**config.mk**
```make
export PLATFORM = sky130hd
export DESIGN_NAME = regfile_write_arbiter_flat
export DESIGN_NICKNAME = d
export VERILOG_FILES = /design/src/rtl/regfile_write_arbiter_if.sv /design/src/rtl/regfile_write_arbiter.sv /design/src/flat_wrapper.sv
export SDC_FILE = /design/constraint.sdc
export NUM_CORES = 1
export LEC_CHECK = 0
export BUFFER_PORTS_ARGS = -buffer_cell sky130_fd_sc_hd__buf_2
export CAP_MARGIN = 20
export CORE_ASPECT_RATIO = 2
export CORE_MARGIN = 10
export CORE_UTILIZATION = 45
export CTS_CLUSTER_DIAMETER = 60
export DETAILED_ROUTE_END_ITERATION = 6
export PLACE_DENSITY = 0.81
export REMOVE_ABC_BUFFERS = 1
export SLEW_MARGIN = 40
export SYNTH_ARGS = -nofsm -noshare
export SYNTH_HDL_FRONTEND = slang
export SYNTH_SLANG_ARGS = --single-unit
```
**constraint.sdc**
```tcl
create_clock -name clk -period 1.9 [get_ports clk]
set_input_delay 0.095 -clock clk [delete_from_list [all_inputs] [get_ports clk]]
set_output_delay 0.095 -clock clk [all_outputs]
set_load 0.05 [all_outputs]
```
**src/rtl/regfile_write_arbiter_if.sv**
```systemverilog
// regfile_write_arbiter_if: request, write-port and forward signals of the register file write arbiter
interface regfile_write_arbiter_if #(
    parameter int DATA_W = 32,
    parameter int ADDR_W = 4
);
    logic              alu_valid;
    logic [ADDR_W-1:0] alu_addr;
    logic [DATA_W-1:0] alu_data;
    logic              alu_ready;
    logic              mem_valid;
    logic [ADDR_W-1:0] mem_addr;
    logic [DATA_W-1:0] mem_data;
    logic              mem_ready;
    logic [ADDR_W-1:0] write_addr;
    logic [DATA_W-1:0] write_data;
    logic              forward_valid;
    logic [ADDR_W-1:0] forward_addr;
    logic [DATA_W-1:0] forward_data;
    logic [2:0]        starve_cnt;

    modport slave (
        input  alu_valid, alu_addr, alu_data, mem_valid, mem_addr, mem_data,
        output alu_ready, mem_ready, write_addr, write_data,
               forward_valid, forward_addr, forward_data, starve_cnt
    );

    modport master (
        output alu_valid, alu_addr, alu_data, mem_valid, mem_addr, mem_data,
        input  alu_ready, mem_ready, write_addr, write_data,
               forward_valid, forward_addr, forward_data, starve_cnt
    );
endinterface

```
**src/rtl/regfile_write_arbiter.sv**
```systemverilog
// regfile_write_arbiter: shares the register file write port between ALU and load-return results
module regfile_write_arbiter #(
    parameter int DATA_W     = 32,
    parameter int ADDR_W     = 4,
    parameter int MAX_STARVE = 4
) (
    input  logic                    clk,
    input  logic                    rst,
    regfile_write_arbiter_if.slave  bus
);
    localparam logic [2:0] MAX_Q = 3'(MAX_STARVE);

    logic              alu_nz, mem_nz, alu_win, mem_win, fwd_v;
    logic [ADDR_W-1:0] fwd_a, write_addr_q, write_addr_d;
    logic [DATA_W-1:0] fwd_w, write_data_q, write_data_d;
    logic [2:0]        starve_q, starve_d;

    // Grant one nonzero-destination request; same-address pairs always go to the older load
    always_comb begin
        alu_nz       = bus.alu_valid && (bus.alu_addr != '0);
        mem_nz       = bus.mem_valid && (bus.mem_addr != '0);
        alu_win      = alu_nz && (!mem_nz || (starve_q == MAX_Q && bus.alu_addr != bus.mem_addr));
        mem_win      = mem_nz && !alu_win;
        fwd_v        = alu_win || mem_win;
        fwd_a        = alu_win ? bus.alu_addr : mem_win ? bus.mem_addr : '0;
        fwd_w        = alu_win ? bus.alu_data : mem_win ? bus.mem_data : '0;
        starve_d     = (!bus.alu_valid || bus.alu_addr == '0 || alu_win) ? 3'd0 :
                       (starve_q == MAX_Q) ? MAX_Q : starve_q + 3'd1;
        write_addr_d = fwd_v ? fwd_a : '0;
        write_data_d = fwd_v ? fwd_w : write_data_q;
    end

    assign bus.alu_ready     = bus.alu_valid && (bus.alu_addr == '0 || alu_win);
    assign bus.mem_ready     = bus.mem_valid && (bus.mem_addr == '0 || mem_win);
    assign bus.forward_valid = fwd_v;
    assign bus.forward_addr  = fwd_a;
    assign bus.forward_data  = fwd_w;
    assign bus.write_addr    = write_addr_q;
    assign bus.write_data    = write_data_q;
    assign bus.starve_cnt    = starve_q;

    // Register the granted write and the ALU starvation count
    always_ff @(posedge clk) begin
        if (rst) begin
            write_addr_q <= '0;
            write_data_q <= '0;
            starve_q     <= '0;
        end else begin
            write_addr_q <= write_addr_d;
            write_data_q <= write_data_d;
            starve_q     <= starve_d;
        end
    end
endmodule

```
**src/flat_wrapper.sv**
```systemverilog
// flat-port wrapper written by rule: the top's interface ports become plain ports
module regfile_write_arbiter_flat 
#(
    parameter int DATA_W     = 32,
    parameter int ADDR_W     = 4,
    parameter int MAX_STARVE = 4
)
  (clk, rst, bus_alu_valid, bus_alu_addr, bus_alu_data, bus_mem_valid, bus_mem_addr, bus_mem_data, bus_alu_ready, bus_mem_ready, bus_write_addr, bus_write_data, bus_forward_valid, bus_forward_addr, bus_forward_data, bus_starve_cnt);
  regfile_write_arbiter_if #(.DATA_W(DATA_W), .ADDR_W(ADDR_W)) bus_i ();
  input  logic clk;
  input  logic rst;
  input wire logic [$bits(bus_i.alu_valid)-1:0] bus_alu_valid;
  input wire logic [$bits(bus_i.alu_addr)-1:0] bus_alu_addr;
  input wire logic [$bits(bus_i.alu_data)-1:0] bus_alu_data;
  input wire logic [$bits(bus_i.mem_valid)-1:0] bus_mem_valid;
  input wire logic [$bits(bus_i.mem_addr)-1:0] bus_mem_addr;
  input wire logic [$bits(bus_i.mem_data)-1:0] bus_mem_data;
  output wire logic [$bits(bus_i.alu_ready)-1:0] bus_alu_ready;
  output wire logic [$bits(bus_i.mem_ready)-1:0] bus_mem_ready;
  output wire logic [$bits(bus_i.write_addr)-1:0] bus_write_addr;
  output wire logic [$bits(bus_i.write_data)-1:0] bus_write_data;
  output wire logic [$bits(bus_i.forward_valid)-1:0] bus_forward_valid;
  output wire logic [$bits(bus_i.forward_addr)-1:0] bus_forward_addr;
  output wire logic [$bits(bus_i.forward_data)-1:0] bus_forward_data;
  output wire logic [$bits(bus_i.starve_cnt)-1:0] bus_starve_cnt;
  assign bus_i.alu_valid = bus_alu_valid;
  assign bus_i.alu_addr = bus_alu_addr;
  assign bus_i.alu_data = bus_alu_data;
  assign bus_i.mem_valid = bus_mem_valid;
  assign bus_i.mem_addr = bus_mem_addr;
  assign bus_i.mem_data = bus_mem_data;
  assign bus_alu_ready = bus_i.alu_ready;
  assign bus_mem_ready = bus_i.mem_ready;
  assign bus_write_addr = bus_i.write_addr;
  assign bus_write_data = bus_i.write_data;
  assign bus_forward_valid = bus_i.forward_valid;
  assign bus_forward_addr = bus_i.forward_addr;
  assign bus_forward_data = bus_i.forward_data;
  assign bus_starve_cnt = bus_i.starve_cnt;
  regfile_write_arbiter #(.DATA_W(DATA_W), .ADDR_W(ADDR_W), .MAX_STARVE(MAX_STARVE)) u_core (.clk(clk), .rst(rst), .bus(bus_i));
endmodule
```
## Yosys cells after proc, flatten, opt, wreduce, memory -nomap -nowiden

Cells that the tools add are included.

- Register bits after elaboration: 39
- Bits of input ports: 76
- Output and inout bits: 78
- Word-level logic and storage cells: 36

- $add $sub $neg: 1
- Equal/unequal tests: 2
- Muxes and demuxes: 5
- Bitwise logic cells: 1
- Reductions and logical operators: 23

Operator list:

| cell | number |
|---|---|
| $mux W32 | 2 |
| $logic_not A4 Y1 | 2 |
| $mux W4 | 2 |
| $reduce_bool A4 Y1 | 2 |
| $logic_and A1 B1 Y1 | 7 |
| $logic_or A1 B1 Y1 | 6 |
| $ne A4 B4 Y1 | 1 |
| $reduce_or A2 Y1 | 2 |
| $add A3 B1 Y3 const B | 1 |
| $eq A3 B3 Y1 const B | 1 |
| $logic_not A1 Y1 | 3 |
| $mux W3 | 1 |
| $reduce_or A3 Y1 | 1 |
| $not A1 Y1 | 1 |

## Depth between registers and ports, before layout

Gate-level depths: netlist of run 1.

- Word-level depth: 10
- Gate-level depth with buffers: 8
- Depth with buffers taken out: 6

## Worst setup path before layout of run 1

Ideal clock, no wire load.

- Path kind: register to output
- Start point: register u_core.starve_q[0] (netlist: u_core.bus.starve_cnt[0])
- End point: output port bus_forward_data[29]
- Arrival time: 2.553 ns
- Required time: 1.805 ns
- Slack: -0.748 ns
- Stages on the path, launching flop included: 8
- Path buffers: 2
- Cell sequence: dfxtp_1 inv_1 ha_1 and2_1 clkbuf_1 a21oi_1 clkbuf_1 o21ai_0

- Cells in the longest elaborated chain, start to end: 8

RTL lines:

| item | RTL line | RTL |
|---|---|---|
| from (decl) | regfile_write_arbiter.sv:16 | `logic [2:0] starve_q, starve_d;` |
| from (signal assigned) | regfile_write_arbiter.sv:51 | `starve_q <= starve_d;` |
| $eq A3 B3 Y1 * | regfile_write_arbiter.sv:22 | `alu_win = alu_nz && (!mem_nz \|\| (starve_q == MAX_Q && bus.alu_addr != bus.mem_addr));` |
| $logic_and A1 B1 Y1 * | regfile_write_arbiter.sv:22 |  |
| $logic_or A1 B1 Y1 * | regfile_write_arbiter.sv:22 |  |
| $logic_and A1 B1 Y1 * | regfile_write_arbiter.sv:22 |  |
| $logic_not A1 Y1 | regfile_write_arbiter.sv:23 | `mem_win = mem_nz && !alu_win;` |
| $logic_and A1 B1 Y1 | regfile_write_arbiter.sv:23 |  |
| $mux W32 | regfile_write_arbiter.sv:26 | `fwd_w = alu_win ? bus.alu_data : mem_win ? bus.mem_data : '0;` |
| $mux W32 * | regfile_write_arbiter.sv:26 |  |
| to (decl) | flat_wrapper.sv:24 | `output wire logic [$bits(bus_i.forward_data)-1:0] bus_forward_data;` |

Every way passes the cells marked *; elsewhere a longest branch is shown, timed or not.

## Final worst setup path of run 1

- Start point: register u_core.starve_q[0] (netlist: u_core.bus.starve_cnt[0])
- End point: output port bus_forward_data[16]

Same word-level chain as after synthesis.

==> qor.txt, run 1 <==
Io pins: 154
Layout Skew: 0.006058 ns
Pre-antenna DRT Iters: 5
Final routed DRC violation total: 0
Num CTS Buffers: 5
Clock buffer depth: 2
Die W: 75.83 µm
Commonest non-fill, non-tap cell in the layout: buf_2
DRT antenna net count: 0
Worst-Margin Slew: 0.4736 ns
Power Density: 690.0 nW/µm²
CP bufs+invs: 3
Dpl cells: 572
Commonest cells after routing, fill and taps aside: buf_2, buf_4, buf_6, nand2_1, dfxtp_1
Syn avg cell area: 7.947 µm²
Worst-Skew Late Latency: 0.30 ns
Fin nets: 640
Iter 0 DRT Violations: 412
Initial antenna violation count: 0
Failing checks: negative setup slack
Number of cell rows: 40
Die area: 9984 µm²
Fin. max-slew vios: 0
Clk root buf: clkbuf_16
Slowest stage delay, CP: 0.33 ns
CP top delay family: compound AO/OA/AOI/OAI gates
Critical-path maximum fanout: 11
Yosys reg bits: 39
Worst min-delay path class: input port to register
Largest net degree at the start of global routing: 65
Max stage delay cell, worst path: dfxtp_2
CTS tree: yes
Fin cells: 647
CTS sink cnt: 39
Setup slack after layout: -0.1126 ns
Area delta synth->final: 74.84%
Share of cells above drive strength 1: 50.09%
WHS: 0.1221 ns
Unrepaired setup endpoints after global routing: true
Worst Setup End Kind: primary output
Worst Setup Start Kind: register
Max cap viols: 0
Worst-path clk slew: 0.07 ns
Sequential area share after synthesis: 27.83%
Cells after Synth: 353
Core Region: 6056 µm²
Max Fclk: 496.9 MHz
Routed WL per cell: 20.98 µm
Crit share post-route: 105.9%
Global Route Usage Sum: 24.38%
Worst vdd ir: 0.6708 mV
Slew margin rel.: 68.32%
Cell variety after synth: 31
Critical path class: register to primary output
Final setup fails: 34
Initial core utilization: 46.32%
GPL Wtd Cong: 0.8336
Min Tclk post-route: 2.013 ns
Critical Path AT: 1.92 ns
H-tree depth: 2
# fillers: 357
Final core utilization: 80.99%
Vert. Die Dim: 131.7 µm
Hold buffer count at cts: 0
Required time worst endpoint: 1.80 ns
Critical-path cell list: inv_2 -> ha_4 -> nand2_4 -> a41o_4 -> buf_12 -> o211ai_1 -> o21ai_1 -> buf_6
DRT Wirelength: 13.58 mm
Total global routing overflow: 0
Status: finished with violations
Leak Pwr: 0.002162 µW
Vias per cell: 6.229
Detailed Place HPWL: 8.158 mm
Post-Syn Area: 2805 µm²
Final Hold Violating Endpoints: 0
Synth warn: 0
Via count: 4030
ANT cells: 0
First-pass GRT wire length: 19.27 mm
Port bufs: 153
Vias in the first global route: 3864
-- synthesized netlist by cell type (all sizes together) --
library cell | n | share of area (%)
a211oi | 32 | 9.6
a21oi | 1 | 0.18
a31oi | 1 | 0.45
a41o | 1 | 0.36
a41oi | 32 | 10
and2 | 1 | 0.22
and4 | 2 | 0.62
buf | 25 | 5.5
clkbuf | 18 | 2.4
dfxtp | 39 | 28
ha | 2 | 0.89
inv | 2 | 0.27
nand2 | 39 | 5.2
nand2b | 4 | 0.89
nand3b | 1 | 0.27
nand4 | 1 | 0.22
nor2 | 34 | 4.5
nor2b | 2 | 0.45
nor4 | 2 | 0.45
o211ai | 33 | 8.8
o21a | 33 | 8.8
o21ai | 33 | 5.9
o2bb2ai | 4 | 1.2
o31a | 1 | 0.31
o32ai | 4 | 1.2
o41ai | 2 | 2.0
xnor2 | 4 | 1.2
-- routing by layer --
layer / vias up / track usage, % / part of all wire [%]
met2: 266 / 41.62 / 52
met1: 1894 / 25.33 / 34
li1: 1798 / - / -
met4: 0 / 15.59 / 5.9
met5: - / 0 / 0
met3: 72 / 4.827 / 8.2
-- path summary, 6_finish.rpt --
| path | from | endpoint | slack (ns) | cells after the start |
|---|---|---|---|---|
| min | bus_mem_data[30] | u_core.bus.write_data[30]$_SDFFE_PP0N_ | 0.12 | 3 |
| min reg2reg | u_core.bus.write_data[30]$_SDFFE_PP0N_ | u_core.bus.write_data[30]$_SDFFE_PP0N_ | 0.50 | 2 |
| max | u_core.bus.starve_cnt[0]$_SDFF_PP0_ | bus_forward_data[16] | -0.11 | 8 |
| max reg2reg | u_core.bus.starve_cnt[0]$_SDFF_PP0_ | u_core.bus.write_data[6]$_SDFFE_PP0N_ | -0.05 | 12 |
-- power breakdown --
group,internal (µW),switching (µW)
sequential,879,30.8
clock,620,379
combinational,540,934
total,2040,1340
-- state kept, by name, indices dropped and copies added (netlist names) --
| name | flops |
|---|---|
| u_core.bus.write_addr | 4 |
| u_core.bus.starve_cnt | 3 |
| u_core.bus.write_data | 32 |
-- cell type report --
type	count	area [µm²]	area share [%]
clock buffers	5	125.1	2.551
clock inverters	3	43.79	0.8929
inverters	2	7.507	0.1531
repair buffers	245	1882	38.37
multi-input cells	269	1958	39.92
well taps	84	105.1	2.143
flip-flops and latches	39	783.3	15.97
-- worst reg2reg max path: stages (launching register included) --
cell and delay, ns:
dfxtp_2 0.33, inv_2 0.08, ha_4 0.16, nand2_4 0.06, a41o_4 0.29, buf_12 0.15
o211ai_1 0.23, buf_4 0.16, buf_6 0.08, buf_6 0.08, buf_6 0.08, buf_6 0.08
a211oi_2 0.04
-- per-stage QoR --
| step | TNS [ns] | instance area, µm² | power, µW | worst slack, ns |
|---|---|---|---|---|
| final | -2.340 | 4905 | 3384 | -0.1126 |
| after CTS | -0.3457 | 4592 | 3264 | -0.04506 |
| after global placement | 0 | 3717 | 2076 | 0.1820 |
| after global routing | -4.158 | 4905 | 3485 | -0.1754 |
| after floorplan | -134.13 | 2582 | 1694 | -1.908 |
| after detailed placement | 0 | 3717 | 2095 | 0.1059 |
-- cells by family after synthesis --
family,after synthesis,share of synthesized area [%]
compound gates,177,48.93
xor+xnor,4,1.249
fa+ha+maj,2,0.8919
buf+inv,45,8.207
flops,39,27.83
simple gates,86,12.89
-- what timing repair did --
| action | 4_1_cts | 5_1_grt |
|---|---|---|
| cloned | 2 | 1 |
| gates resized for setup | 112 | 45 |
| buffers inserted | 55 | 11 |
| setup endpoints to repair | 38 | 45 |
| pin swaps | 29 | 25 |
Power figures use the tool's default switching activity.
==> inputs of run 2 (changes only) <==
--- a/config.mk
+++ b/config.mk
@@ -18,3 +18,4 @@
 export SYNTH_ARGS = -nofsm -noshare
 export SYNTH_HDL_FRONTEND = slang
 export SYNTH_SLANG_ARGS = --single-unit
+export TNS_END_PERCENT = 20
==> run 2 against run 1 <==
  * The flow still finishes with violations (negative setup slack)
  * Utilization shrank 5.6 points
  * Sequential cell count is the same
  * Global-route usage shrank 0.60 points
  * First-iteration DRC count grew 7.5%
  * Final area shrank 6.9%
  * Clock power is essentially flat
  * Fmax shrank 1.6%
  * Setup slack lost 0.034 ns
  * Sequential power is essentially flat
  * Wire length shrank 6.2%
  * Hold slack lost 0.010 ns
  * Count of clock-buffer cells in the layout is the same
  * Critical path type unchanged
  * Largest cell class unchanged
==> qor.txt, run 2 (synthesis gave the netlist of run 1 again) <==
Status: finished with violations
Failing checks: negative setup slack
H-tree depth: 2
Clock buffer depth: 2
Clk root buf: clkbuf_16
Critical path class: register to primary output
Power Density: 718.1 nW/µm²
Critical-path cell list: inv_2 -> ha_4 -> nand2_4 -> a41o_4 -> clkbuf_16 -> o211ai_1 -> o21ai_1 -> buf_6
Global Route Usage Sum: 23.77%
Area delta synth->final: 62.71%
Fin nets: 616
Worst Setup End Kind: primary output
TNS Setup: -2.097 ns
Max Fclk: 488.7 MHz
Critical Path AT: 1.95 ns
DRT antenna net count: 0
Layout Skew: 0.006614 ns
Worst-Margin Slew: 0.4741 ns
Dpl cells: 572
Crit share post-route: 107.7%
Total global routing overflow: 0
Core Region: 6056 µm²
ANT cells: 0
Pre-antenna DRT Iters: 5
Port bufs: 153
First-pass GRT wire length: 18.77 mm
Post-route cell area: 4564 µm²
CTS sink cnt: 39
Slew margin rel.: 68.28%
Routed WL per cell: 20.44 µm
Vias in the first global route: 3754
Largest net degree at the start of global routing: 65
Max reg flops: 32
Vias per cell: 6.212
Worst-Skew Late Latency: 0.29 ns
Initial core utilization: 46.32%
Min Tclk post-route: 2.046 ns
Vert. Die Dim: 131.7 µm
Via count: 3870
Critical-path maximum fanout: 10
Commonest non-fill, non-tap cell in the layout: buf_2
DRT Wirelength: 12.73 mm
Worst vdd ir: 0.6311 mV
Worst-path clk slew: 0.07 ns
Iter 0 DRT Violations: 443
Required time worst endpoint: 1.80 ns
WHS: 0.1117 ns
Number of cell rows: 40
Max cap viols: 0
Commonest cells after routing, fill and taps aside: buf_2, buf_4, buf_6, nand2_1, dfxtp_1
Leak Pwr: 0.002009 µW
Slowest stage delay, CP: 0.33 ns
Final setup fails: 35
CTS tree: yes
Die area: 9984 µm²
Unrepaired setup endpoints after global routing: true
Share of cells above drive strength 1: 46.75%
DP Area: 3717 µm²
Die W: 75.83 µm
Final Hold Violating Endpoints: 0
Fin. max-slew vios: 0
Num CTS Buffers: 5
Fin cells: 623
GPL Wtd Cong: 0.8336
Io pins: 154
Worst min-delay path class: input port to register
Setup slack after layout: -0.1464 ns
Worst Setup Start Kind: register
Max stage delay cell, worst path: dfxtp_2
Detailed Place HPWL: 8.158 mm
Initial antenna violation count: 0
Total Power: 3278 µW
Final routed DRC violation total: 0
[run 2: cell count changes in the layout (fill, tap and decap cells not counted), moves of 3 or more]
| cell | before | now |
|---|---|---|
| o2bb2ai_1 | 0 | 3 |
| a211oi_1 | 21 | 24 |
| buf_8 | 3 | 0 |
| buf_6 | 52 | 40 |
| buf_4 | 67 | 58 |
| o2bb2ai_4 | 4 | 0 |
| a211oi_2 | 11 | 8 |
[run 2: report_power, final]
group	internal [µW]	total (µW)	leakage, µW	switching, µW
sequential	879	908	0.000324	28.5
clock	620	992	0.0000838	372
combinational	479	1380	0.00160	899
[run 2: repair_timing]
item	in CTS	in global routing
buffers inserted	35	5
gates cloned	2	1
hold buffers	0	0
endpoints found under the setup margin	38	41
pin swaps	24	29
resized for setup	100	27
[run 2: layer usage]
layer | part of all wire, % | GRT usage [%] | wire length, µm
met5 | 0 | 0 | 0
met4 | 5.5 | 15.59 | 700
met3 | 8.9 | 5.204 | 1135
met2 | 52 | 39.82 | 6577
met1 | 34 | 24.98 | 4318
[run 2: critical path, delay by kind of cell, from the launching register on]
kind | cells | cell delay (ns)
adder cells (fa/ha/maj) | 1 | 0.16
AND/OR/NAND/NOR | 1 | 0.05
flip-flops | 1 | 0.33
buffers and inverters | 3 | 0.44
AO/OA/AOI/OAI | 3 | 0.67
[run 2: path summary, 6_finish.rpt]
kind	cells after the start	start	slack, ns	endpoint
worst min-delay path	3	bus_mem_data[30]	0.11	u_core.bus.write_data[30]$_SDFFE_PP0N_
worst max register to register	11	u_core.bus.starve_cnt[0]$_SDFF_PP0_	0.04	u_core.bus.write_data[7]$_SDFFE_PP0N_
worst max-delay path	8	u_core.bus.starve_cnt[0]$_SDFF_PP0_	-0.15	bus_forward_data[1]
worst min register to register	2	u_core.bus.write_data[23]$_SDFFE_PP0N_	0.49	u_core.bus.write_data[23]$_SDFFE_PP0N_
[run 2: per-stage QoR]
stage               setup WS [ns]  utilization, %
floorplan                  -1.908               -
global placement           0.1820           61.38
detailed placement         0.1059           61.38
CTS                      -0.04511           73.02
global route              -0.1931           75.37
finish                    -0.1464           75.37
[run 2: final cells by class]
type,instances,area [µm²]
tap,84,105.1
fill,417,1491
clock buffer,5,125.1
inverter,2,7.507
multi-input combinational,269,1866
sequential,39,783.3
timing repair buffer,221,1634
clock inverter,3,43.79
